**src/rtl/axi_mem_arbiter_if.sv**
```systemverilog
// rtl/axi_mem_arbiter_if.sv - client request/response and single-beat AXI bus bundle
// Purpose: groups both client ports and the AXI4 read/write channels of the arbiter.
// Ports (modport master = arbiter side):
//   req0_*/req1_*    client requests (valid, we, addr, wdata) in, ready out
//   resp0_*/resp1_*  completion pulse, read data, error out
//   aw*/w*/b*        AXI write address/data/response channels
//   ar*/r*           AXI read address/data channels
// modport slave is the mirror image (clients plus AXI slave).

interface axi_mem_arbiter_if #(
    parameter int C_AXI_DATA_WIDTH = 32,
    parameter int C_AXI_ADDR_WIDTH = 32
);
    logic                        req0_valid;
    logic                        req0_we;
    logic [C_AXI_ADDR_WIDTH-1:0] req0_addr;
    logic [C_AXI_DATA_WIDTH-1:0] req0_wdata;
    logic                        req0_ready;
    logic                        resp0_valid;
    logic [C_AXI_DATA_WIDTH-1:0] resp0_data;
    logic                        resp0_err;

    logic                        req1_valid;
    logic                        req1_we;
    logic [C_AXI_ADDR_WIDTH-1:0] req1_addr;
    logic [C_AXI_DATA_WIDTH-1:0] req1_wdata;
    logic                        req1_ready;
    logic                        resp1_valid;
    logic [C_AXI_DATA_WIDTH-1:0] resp1_data;
    logic                        resp1_err;

    logic [C_AXI_ADDR_WIDTH-1:0] awaddr;
    logic                        awvalid;
    logic                        awready;
    logic [C_AXI_DATA_WIDTH-1:0] wdata;
    logic                        wlast;
    logic                        wvalid;
    logic                        wready;
    logic [1:0]                  bresp;
    logic                        bvalid;
    logic [C_AXI_ADDR_WIDTH-1:0] araddr;
    logic                        arvalid;
    logic                        arready;
    logic [C_AXI_DATA_WIDTH-1:0] rdata;
    logic [1:0]                  rresp;
    logic                        rlast;
    logic                        rvalid;
    logic                        rready;

    modport master (
        input  req0_valid, req0_we, req0_addr, req0_wdata,
        output req0_ready, resp0_valid, resp0_data, resp0_err,
        input  req1_valid, req1_we, req1_addr, req1_wdata,
        output req1_ready, resp1_valid, resp1_data, resp1_err,
        output awaddr, awvalid, wdata, wlast, wvalid, araddr, arvalid, rready,
        input  awready, wready, bresp, bvalid, arready, rdata, rresp, rlast, rvalid
    );

    modport slave (
        output req0_valid, req0_we, req0_addr, req0_wdata,
        input  req0_ready, resp0_valid, resp0_data, resp0_err,
        output req1_valid, req1_we, req1_addr, req1_wdata,
        input  req1_ready, resp1_valid, resp1_data, resp1_err,
        input  awaddr, awvalid, wdata, wlast, wvalid, araddr, arvalid, rready,
        output awready, wready, bresp, bvalid, arready, rdata, rresp, rlast, rvalid
    );
endinterface

```
**src/rtl/axi_mem_arbiter.sv**
```systemverilog
// rtl/axi_mem_arbiter.sv - two-client round-robin sequencer for single-beat AXI transfers
// Purpose: grants one of two clients, runs one outstanding single-beat AXI read or
// write, and returns a one-cycle completion pulse to the granted client.
// Ports:
//   clk  system clock, rising edge
//   rst  synchronous active-high reset
//   bus  axi_mem_arbiter_if.master: client request/response ports and AXI channels

module axi_mem_arbiter #(
    parameter int C_AXI_DATA_WIDTH = 32,
    parameter int C_AXI_ADDR_WIDTH = 32
) (
    input  logic                clk,
    input  logic                rst,
    axi_mem_arbiter_if.master   bus
);

    typedef enum logic [2:0] {
        IDLE,
        RD_ADDR,
        RD_DATA,
        WR_ADDR_DATA,
        WR_RESP
    } state_t;

    state_t                      state;
    logic                        ptr;
    logic                        owner;
    logic [C_AXI_ADDR_WIDTH-1:0] addr_q;
    logic [C_AXI_DATA_WIDTH-1:0] wdata_q;
    logic                        aw_done;
    logic                        w_done;

    logic                        arvalid_q;
    logic                        awvalid_q;
    logic                        wvalid_q;
    logic                        rready_q;
    logic                        resp0_valid_q;
    logic [C_AXI_DATA_WIDTH-1:0] resp0_data_q;
    logic                        resp0_err_q;
    logic                        resp1_valid_q;
    logic [C_AXI_DATA_WIDTH-1:0] resp1_data_q;
    logic                        resp1_err_q;

    logic grant0;
    logic grant1;
    logic aw_hs;
    logic w_hs;

    // A lone requester wins regardless of the pointer; on contention the pointer decides.
    // Held off during reset so no acceptance is signalled that the FSM would not latch.
    assign grant0 = !rst && (state == IDLE) && bus.req0_valid && (!bus.req1_valid || !ptr);
    assign grant1 = !rst && (state == IDLE) && bus.req1_valid && (!bus.req0_valid ||  ptr);

    assign aw_hs = awvalid_q && bus.awready;
    assign w_hs  = wvalid_q  && bus.wready;

    always_ff @(posedge clk) begin
        if (rst) begin
            state         <= IDLE;
            ptr           <= 1'b0;
            owner         <= 1'b0;
            addr_q        <= '0;
            wdata_q       <= '0;
            aw_done       <= 1'b0;
            w_done        <= 1'b0;
            arvalid_q     <= 1'b0;
            awvalid_q     <= 1'b0;
            wvalid_q      <= 1'b0;
            rready_q      <= 1'b0;
            resp0_valid_q <= 1'b0;
            resp0_data_q  <= '0;
            resp0_err_q   <= 1'b0;
            resp1_valid_q <= 1'b0;
            resp1_data_q  <= '0;
            resp1_err_q   <= 1'b0;
        end else begin
            resp0_valid_q <= 1'b0;
            resp1_valid_q <= 1'b0;

            case (state)
                IDLE: begin
                    if (grant0 || grant1) begin
                        owner   <= grant1;
                        ptr     <= !grant1;
                        addr_q  <= grant1 ? bus.req1_addr  : bus.req0_addr;
                        wdata_q <= grant1 ? bus.req1_wdata : bus.req0_wdata;
                        aw_done <= 1'b0;
                        w_done  <= 1'b0;
                        if (grant1 ? bus.req1_we : bus.req0_we) begin
                            awvalid_q <= 1'b1;
                            wvalid_q  <= 1'b1;
                            state     <= WR_ADDR_DATA;
                        end else begin
                            arvalid_q <= 1'b1;
                            state     <= RD_ADDR;
                        end
                    end
                end

                RD_ADDR: begin
                    if (bus.arready) begin
                        arvalid_q <= 1'b0;
                        rready_q  <= 1'b1;
                        state     <= RD_DATA;
                    end
                end

                RD_DATA: begin
                    if (bus.rvalid) begin
                        rready_q <= 1'b0;
                        if (owner) begin
                            resp1_valid_q <= 1'b1;
                            resp1_data_q  <= bus.rdata;
                            resp1_err_q   <= bus.rresp[1];
                        end else begin
                            resp0_valid_q <= 1'b1;
                            resp0_data_q  <= bus.rdata;
                            resp0_err_q   <= bus.rresp[1];
                        end
                        state <= IDLE;
                    end
                end

                WR_ADDR_DATA: begin
                    if (aw_hs) begin
                        awvalid_q <= 1'b0;
                        aw_done   <= 1'b1;
                    end
                    if (w_hs) begin
                        wvalid_q <= 1'b0;
                        w_done   <= 1'b1;
                    end
                    // Both channels may complete together or in either order.
                    if ((aw_done || aw_hs) && (w_done || w_hs)) begin
                        aw_done <= 1'b0;
                        w_done  <= 1'b0;
                        state   <= WR_RESP;
                    end
                end

                WR_RESP: begin
                    if (bus.bvalid) begin
                        if (owner) begin
                            resp1_valid_q <= 1'b1;
                            resp1_data_q  <= '0;
                            resp1_err_q   <= bus.bresp[1];
                        end else begin
                            resp0_valid_q <= 1'b1;
                            resp0_data_q  <= '0;
                            resp0_err_q   <= bus.bresp[1];
                        end
                        state <= IDLE;
                    end
                end

                default: state <= IDLE;
            endcase
        end
    end

    assign bus.req0_ready  = grant0;
    assign bus.req1_ready  = grant1;
    assign bus.resp0_valid = resp0_valid_q;
    assign bus.resp0_data  = resp0_data_q;
    assign bus.resp0_err   = resp0_err_q;
    assign bus.resp1_valid = resp1_valid_q;
    assign bus.resp1_data  = resp1_data_q;
    assign bus.resp1_err   = resp1_err_q;

    assign bus.araddr  = addr_q;
    assign bus.arvalid = arvalid_q;
    assign bus.rready  = rready_q;
    assign bus.awaddr  = addr_q;
    assign bus.awvalid = awvalid_q;
    assign bus.wdata   = wdata_q;
    assign bus.wvalid  = wvalid_q;
    assign bus.wlast   = wvalid_q;

    // EXOKAY bits and RLAST carry no information for single-beat transfers.
    logic unused_inputs;
    assign unused_inputs = ^{bus.rlast, bus.rresp[0], bus.bresp[0]};

endmodule

```
**src/flat_wrapper.sv**
```systemverilog
// flat-port wrapper written by rule: the top's interface ports become plain ports
module axi_mem_arbiter_flat 
#(
    parameter int C_AXI_DATA_WIDTH = 32,
    parameter int C_AXI_ADDR_WIDTH = 32
)
  (clk, rst, bus_req0_valid, bus_req0_we, bus_req0_addr, bus_req0_wdata, bus_req0_ready, bus_resp0_valid, bus_resp0_data, bus_resp0_err, bus_req1_valid, bus_req1_we, bus_req1_addr, bus_req1_wdata, bus_req1_ready, bus_resp1_valid, bus_resp1_data, bus_resp1_err, bus_awaddr, bus_awvalid, bus_wdata, bus_wlast, bus_wvalid, bus_araddr, bus_arvalid, bus_rready, bus_awready, bus_wready, bus_bresp, bus_bvalid, bus_arready, bus_rdata, bus_rresp, bus_rlast, bus_rvalid);
  axi_mem_arbiter_if #(.C_AXI_DATA_WIDTH(C_AXI_DATA_WIDTH), .C_AXI_ADDR_WIDTH(C_AXI_ADDR_WIDTH)) bus_i ();
  input  logic clk;
  input  logic rst;
  input wire logic [$bits(bus_i.req0_valid)-1:0] bus_req0_valid;
  input wire logic [$bits(bus_i.req0_we)-1:0] bus_req0_we;
  input wire logic [$bits(bus_i.req0_addr)-1:0] bus_req0_addr;
  input wire logic [$bits(bus_i.req0_wdata)-1:0] bus_req0_wdata;
  output wire logic [$bits(bus_i.req0_ready)-1:0] bus_req0_ready;
  output wire logic [$bits(bus_i.resp0_valid)-1:0] bus_resp0_valid;
  output wire logic [$bits(bus_i.resp0_data)-1:0] bus_resp0_data;
  output wire logic [$bits(bus_i.resp0_err)-1:0] bus_resp0_err;
  input wire logic [$bits(bus_i.req1_valid)-1:0] bus_req1_valid;
  input wire logic [$bits(bus_i.req1_we)-1:0] bus_req1_we;
  input wire logic [$bits(bus_i.req1_addr)-1:0] bus_req1_addr;
  input wire logic [$bits(bus_i.req1_wdata)-1:0] bus_req1_wdata;
  output wire logic [$bits(bus_i.req1_ready)-1:0] bus_req1_ready;
  output wire logic [$bits(bus_i.resp1_valid)-1:0] bus_resp1_valid;
  output wire logic [$bits(bus_i.resp1_data)-1:0] bus_resp1_data;
  output wire logic [$bits(bus_i.resp1_err)-1:0] bus_resp1_err;
  output wire logic [$bits(bus_i.awaddr)-1:0] bus_awaddr;
  output wire logic [$bits(bus_i.awvalid)-1:0] bus_awvalid;
  output wire logic [$bits(bus_i.wdata)-1:0] bus_wdata;
  output wire logic [$bits(bus_i.wlast)-1:0] bus_wlast;
  output wire logic [$bits(bus_i.wvalid)-1:0] bus_wvalid;
  output wire logic [$bits(bus_i.araddr)-1:0] bus_araddr;
  output wire logic [$bits(bus_i.arvalid)-1:0] bus_arvalid;
  output wire logic [$bits(bus_i.rready)-1:0] bus_rready;
  input wire logic [$bits(bus_i.awready)-1:0] bus_awready;
  input wire logic [$bits(bus_i.wready)-1:0] bus_wready;
  input wire logic [$bits(bus_i.bresp)-1:0] bus_bresp;
  input wire logic [$bits(bus_i.bvalid)-1:0] bus_bvalid;
  input wire logic [$bits(bus_i.arready)-1:0] bus_arready;
  input wire logic [$bits(bus_i.rdata)-1:0] bus_rdata;
  input wire logic [$bits(bus_i.rresp)-1:0] bus_rresp;
  input wire logic [$bits(bus_i.rlast)-1:0] bus_rlast;
  input wire logic [$bits(bus_i.rvalid)-1:0] bus_rvalid;
  assign bus_i.req0_valid = bus_req0_valid;
  assign bus_i.req0_we = bus_req0_we;
  assign bus_i.req0_addr = bus_req0_addr;
  assign bus_i.req0_wdata = bus_req0_wdata;
  assign bus_req0_ready = bus_i.req0_ready;
  assign bus_resp0_valid = bus_i.resp0_valid;
  assign bus_resp0_data = bus_i.resp0_data;
  assign bus_resp0_err = bus_i.resp0_err;
  assign bus_i.req1_valid = bus_req1_valid;
  assign bus_i.req1_we = bus_req1_we;
  assign bus_i.req1_addr = bus_req1_addr;
  assign bus_i.req1_wdata = bus_req1_wdata;
  assign bus_req1_ready = bus_i.req1_ready;
  assign bus_resp1_valid = bus_i.resp1_valid;
  assign bus_resp1_data = bus_i.resp1_data;
  assign bus_resp1_err = bus_i.resp1_err;
  assign bus_awaddr = bus_i.awaddr;
  assign bus_awvalid = bus_i.awvalid;
  assign bus_wdata = bus_i.wdata;
  assign bus_wlast = bus_i.wlast;
  assign bus_wvalid = bus_i.wvalid;
  assign bus_araddr = bus_i.araddr;
  assign bus_arvalid = bus_i.arvalid;
  assign bus_rready = bus_i.rready;
  assign bus_i.awready = bus_awready;
  assign bus_i.wready = bus_wready;
  assign bus_i.bresp = bus_bresp;
  assign bus_i.bvalid = bus_bvalid;
  assign bus_i.arready = bus_arready;
  assign bus_i.rdata = bus_rdata;
  assign bus_i.rresp = bus_rresp;
  assign bus_i.rlast = bus_rlast;
  assign bus_i.rvalid = bus_rvalid;
  axi_mem_arbiter #(.C_AXI_DATA_WIDTH(C_AXI_DATA_WIDTH), .C_AXI_ADDR_WIDTH(C_AXI_ADDR_WIDTH)) u_core (.clk(clk), .rst(rst), .bus(bus_i));
endmodule
```
**config.mk**
```make
export PLATFORM = sky130hd
export DESIGN_NAME = axi_mem_arbiter_flat
export DESIGN_NICKNAME = d
export VERILOG_FILES = /design/src/rtl/axi_mem_arbiter_if.sv /design/src/rtl/axi_mem_arbiter.sv /design/src/flat_wrapper.sv
export SDC_FILE = /design/constraint.sdc
export NUM_CORES = 1
export LEC_CHECK = 0
export ABC_CLOCK_PERIOD_IN_PS = 2000
export BUFFER_PORTS_ARGS = -buffer_cell sky130_fd_sc_hd__buf_2
export CAP_MARGIN = 0
export CORE_MARGIN = 4
export CORE_UTILIZATION = 30
export DETAILED_ROUTE_END_ITERATION = 12
export MAX_ROUTING_LAYER = met4
export PLACE_DENSITY = 0.69
export SLEW_MARGIN = 20
export SYNTH_ARGS = -nofsm -noshare
export SYNTH_HDL_FRONTEND = slang
export SYNTH_SLANG_ARGS = --single-unit
```
**constraint.sdc**
```tcl
create_clock -name clk -period 2 [get_ports clk]
set_input_delay 0.3 -clock clk [delete_from_list [all_inputs] [get_ports clk]]
set_output_delay 0.3 -clock clk [all_outputs]
set_load 0.02 [all_outputs]
```
==> flow_metrics.env <==
export IMPL_highest_signal_layer="met4"
export IMPL_postSynthCellCount=696
export IMPL_cts_inserted_buffers=17
export IMPL_synth_ff_type="dfxtp_1"
export IMPL_synth_edff_count=0
export IMPL_critical_path_fanouts_max=4
export IMPL_drv_max_cap_violation_count=0
export IMPL_yosysSeqAreaShare_pct=49.7
export IMPL_status="completed"
export IMPL_finClkSkew_ps=11.0
export IMPL_leakagePower_nw=3.77
export IMPL_tritoncts="done"
export IMPL_crit_path_end_kind="primary output"
export IMPL_synth_async_reset_ratio_pct=0
export IMPL_chipWidth_um=147
export IMPL_via_per_inst=4.84
export IMPL_grt_max_degree=76
export IMPL_max_slew_violations=0
export IMPL_grt_antenna_before_repair=4
export IMPL_drt_drc_violations_left=0
export IMPL_floorplan_core_area_um2=18800
export IMPL_design_portCount=347
export IMPL_min_period_ps=1980
export IMPL_final_setup_worst_slack_ps=25.0
export IMPL_drt_total_wl_um=21000
export IMPL_clkLatencyLatePin_ps=410
export IMPL_rows=50
export IMPL_cp_start_kind="flip-flop"
export IMPL_die_y_um=147
export IMPL_hold_viol_final=0
export IMPL_grt_setup_unrepaired="true"
export IMPL_syn_area_um2=5760
export IMPL_globalplace_congestion=0.847
export IMPL_ys_warnings_count=0
export IMPL_timing_fmax_mhz=506
export IMPL_met1_length_um=8450
export IMPL_synth_avg_cell_area_um2=8.28
export IMPL_number_of_vias_in_the_routed_layout=6152
export IMPL_powerDensity_nw_per_um2=1010
export IMPL_placed_cells=1232
export IMPL_critical_path_required_ps=1700
export IMPL_synthTopCellsByArea="dfxtp_1 (50%), a21oi_1 (12%), nand2_1 (8.9%)"
export IMPL_design_final_nets=1171
export IMPL_drt_initial_drc_count=295
export IMPL_worst_ir_drop_vdd_uv=536
export IMPL_setup_viol=0
export IMPL_criticalPathCategory="flip-flop to primary output"
export IMPL_place_hpwl_um=15000
export IMPL_port_buffers=343
export IMPL_timing_max_slew_rel_slack_pct=47.4
export IMPL_synth_top_area_share_pct=49.7
export IMPL_netlist_top_cells_count="dfxtp_1 (143), a21oi_1 (139), nand2_1 (136)"
export IMPL_synthesis_nets=872
export IMPL_ctsHtreeMaxLevel=4
export IMPL_final_cycle_share_pct=98.8
export IMPL_met2RoutedLength_um=10300
export IMPL_yosys_cell_count_top_type="dfxtp_1"
export IMPL_final_core_utilization_pct=44.5
export IMPL_grt_first_pass_wirelength_um=31900
export IMPL_worst_slew_pin_transition_ps=790
export IMPL_design_die_area_um2=21500
export IMPL_sum_neg_setup_slack_ps=0
export IMPL_synth_largest_area_cell="dfxtp_1"
export IMPL_grt_remaining_overflow=0
export IMPL_first_pass_iteration_count_of_the_detailed_router=4
export IMPL_numClockSinks=143
export IMPL_first_global_vias=5997
export IMPL_stdcell_count=1271
export IMPL_synthDistinctLibCells=33
export IMPL_cts_path_max_buffers=2
export IMPL_post_drt_wl_per_cell_um=16.5
export IMPL_initial_core_util_pct=30.6
export IMPL_clk_transition_reported_paths_ps=60
export IMPL_met3_length_um=1720
export IMPL_grt_total_usage_pct=19.0
export IMPL_hold_path_class="input pin to flip-flop"
export IMPL_clock_root_buffer="clkbuf_16"
export IMPL_ant_nets=0
export IMPL_areaGrowthSynthToFinish_pct=45.2
export IMPL_worst_ep_arrival_time_ps=1680
export IMPL_post_route_cells_drive_above_1_share_pct=41.4
export IMPL_worst_slack_at_placement_ps=87.7
export IMPL_synth_seq_cells=143
power breakdown:
| group | internal (W) | switching [W] | leakage [nW] |
|---|---|---|---|
| clock | 0.00224 | 0.00133 | 0.310 |
| combinational | 0.000654 | 0.00103 | 2.30 |
| sequential | 0.00305 | 0.000121 | 1.16 |
| total | 0.00595 | 0.00248 | 3.77 |
worst max-delay path, cell delays in order (launching register included):
cell	delay, ps
dfxtp_2	320
or3_4	420
nor4b_4	260
buf_6	150
buf_6	110
routing by layer:
layer	up-vias	track usage [%]
li1	3002	-
met1	2851	22.1
met2	272	31.3
met3	27	5.74
met4	0	6.07
met5	-	-
area by class of cell:
type / instances / area, um^2
diodes: 3 / 7.51
clock buffers: 18 / 429
clock inverters: 14 / 228
fillers: 1888 / 10500
inverters: 3 / 11.3
multi-input cells: 454 / 2400
flip-flops and latches: 143 / 2860
well taps: 260 / 325
repair buffers: 376 / 2100
state kept, by name, summed over array words and instances, names as in the netlist, 3 cells and up:
name	count
u_core.bus.araddr	32
u_core.bus.resp0_data	32
u_core.state	3
u_core.bus.resp1_data	32
u_core.bus.wdata	32
final timing paths:
kind / startpoint / to / slack, ps / cells past startpoint
setup / recovery: u_core.state[2] / bus_req1_ready / 20 / 4
hold / removal: bus_rvalid / u_core.bus.rready / 130 / 2
setup reg to reg: u_core.state[2] / u_core.bus.araddr[10] / 120 / 7
hold reg to reg: u_core.bus.wdata[13] / u_core.bus.wdata[13] / 450 / 2
cells in the final DEF (no fill, tap or decap), types with 5 or more instances in the layout:
cell,instances
nand2_1,135
nand3_1,65
nor2_1,8
buf_6,5
a22oi_1,64
dfxtp_1,142
buf_2,340
buf_12,6
clkbuf_16,19
buf_4,23
bufinv_16,5
a21oi_1,139
what timing repair did:
item / CTS / global route
endpoints found under the setup margin: 2 / 18
hold buffers: 0 / 0
buffers inserted: 2 / 0
pin swaps: 1 / 0
gates cloned: 0 / 2
gates resized for setup: 6 / 4
cells by family after synthesis:
logic type	Yosys count	synth area share, %
buf+inv	99	9.05
compound gates	220	22.9
mux	3	0.543
flops	143	49.7
simple gates	231	17.8
through the flow:
stage                     total power (W)  instance area [um^2]  hold slack, ps
final                             0.00844                  8370             126
after global routing              0.00880                  8370             129
after CTS                         0.00849                  8300             109
after detailed placement          0.00487                  7600             444
after global placement            0.00485                  7600             439
after floorplan                   0.00425                  5770             416
Note: power is estimated with default switching activity, not from simulation.
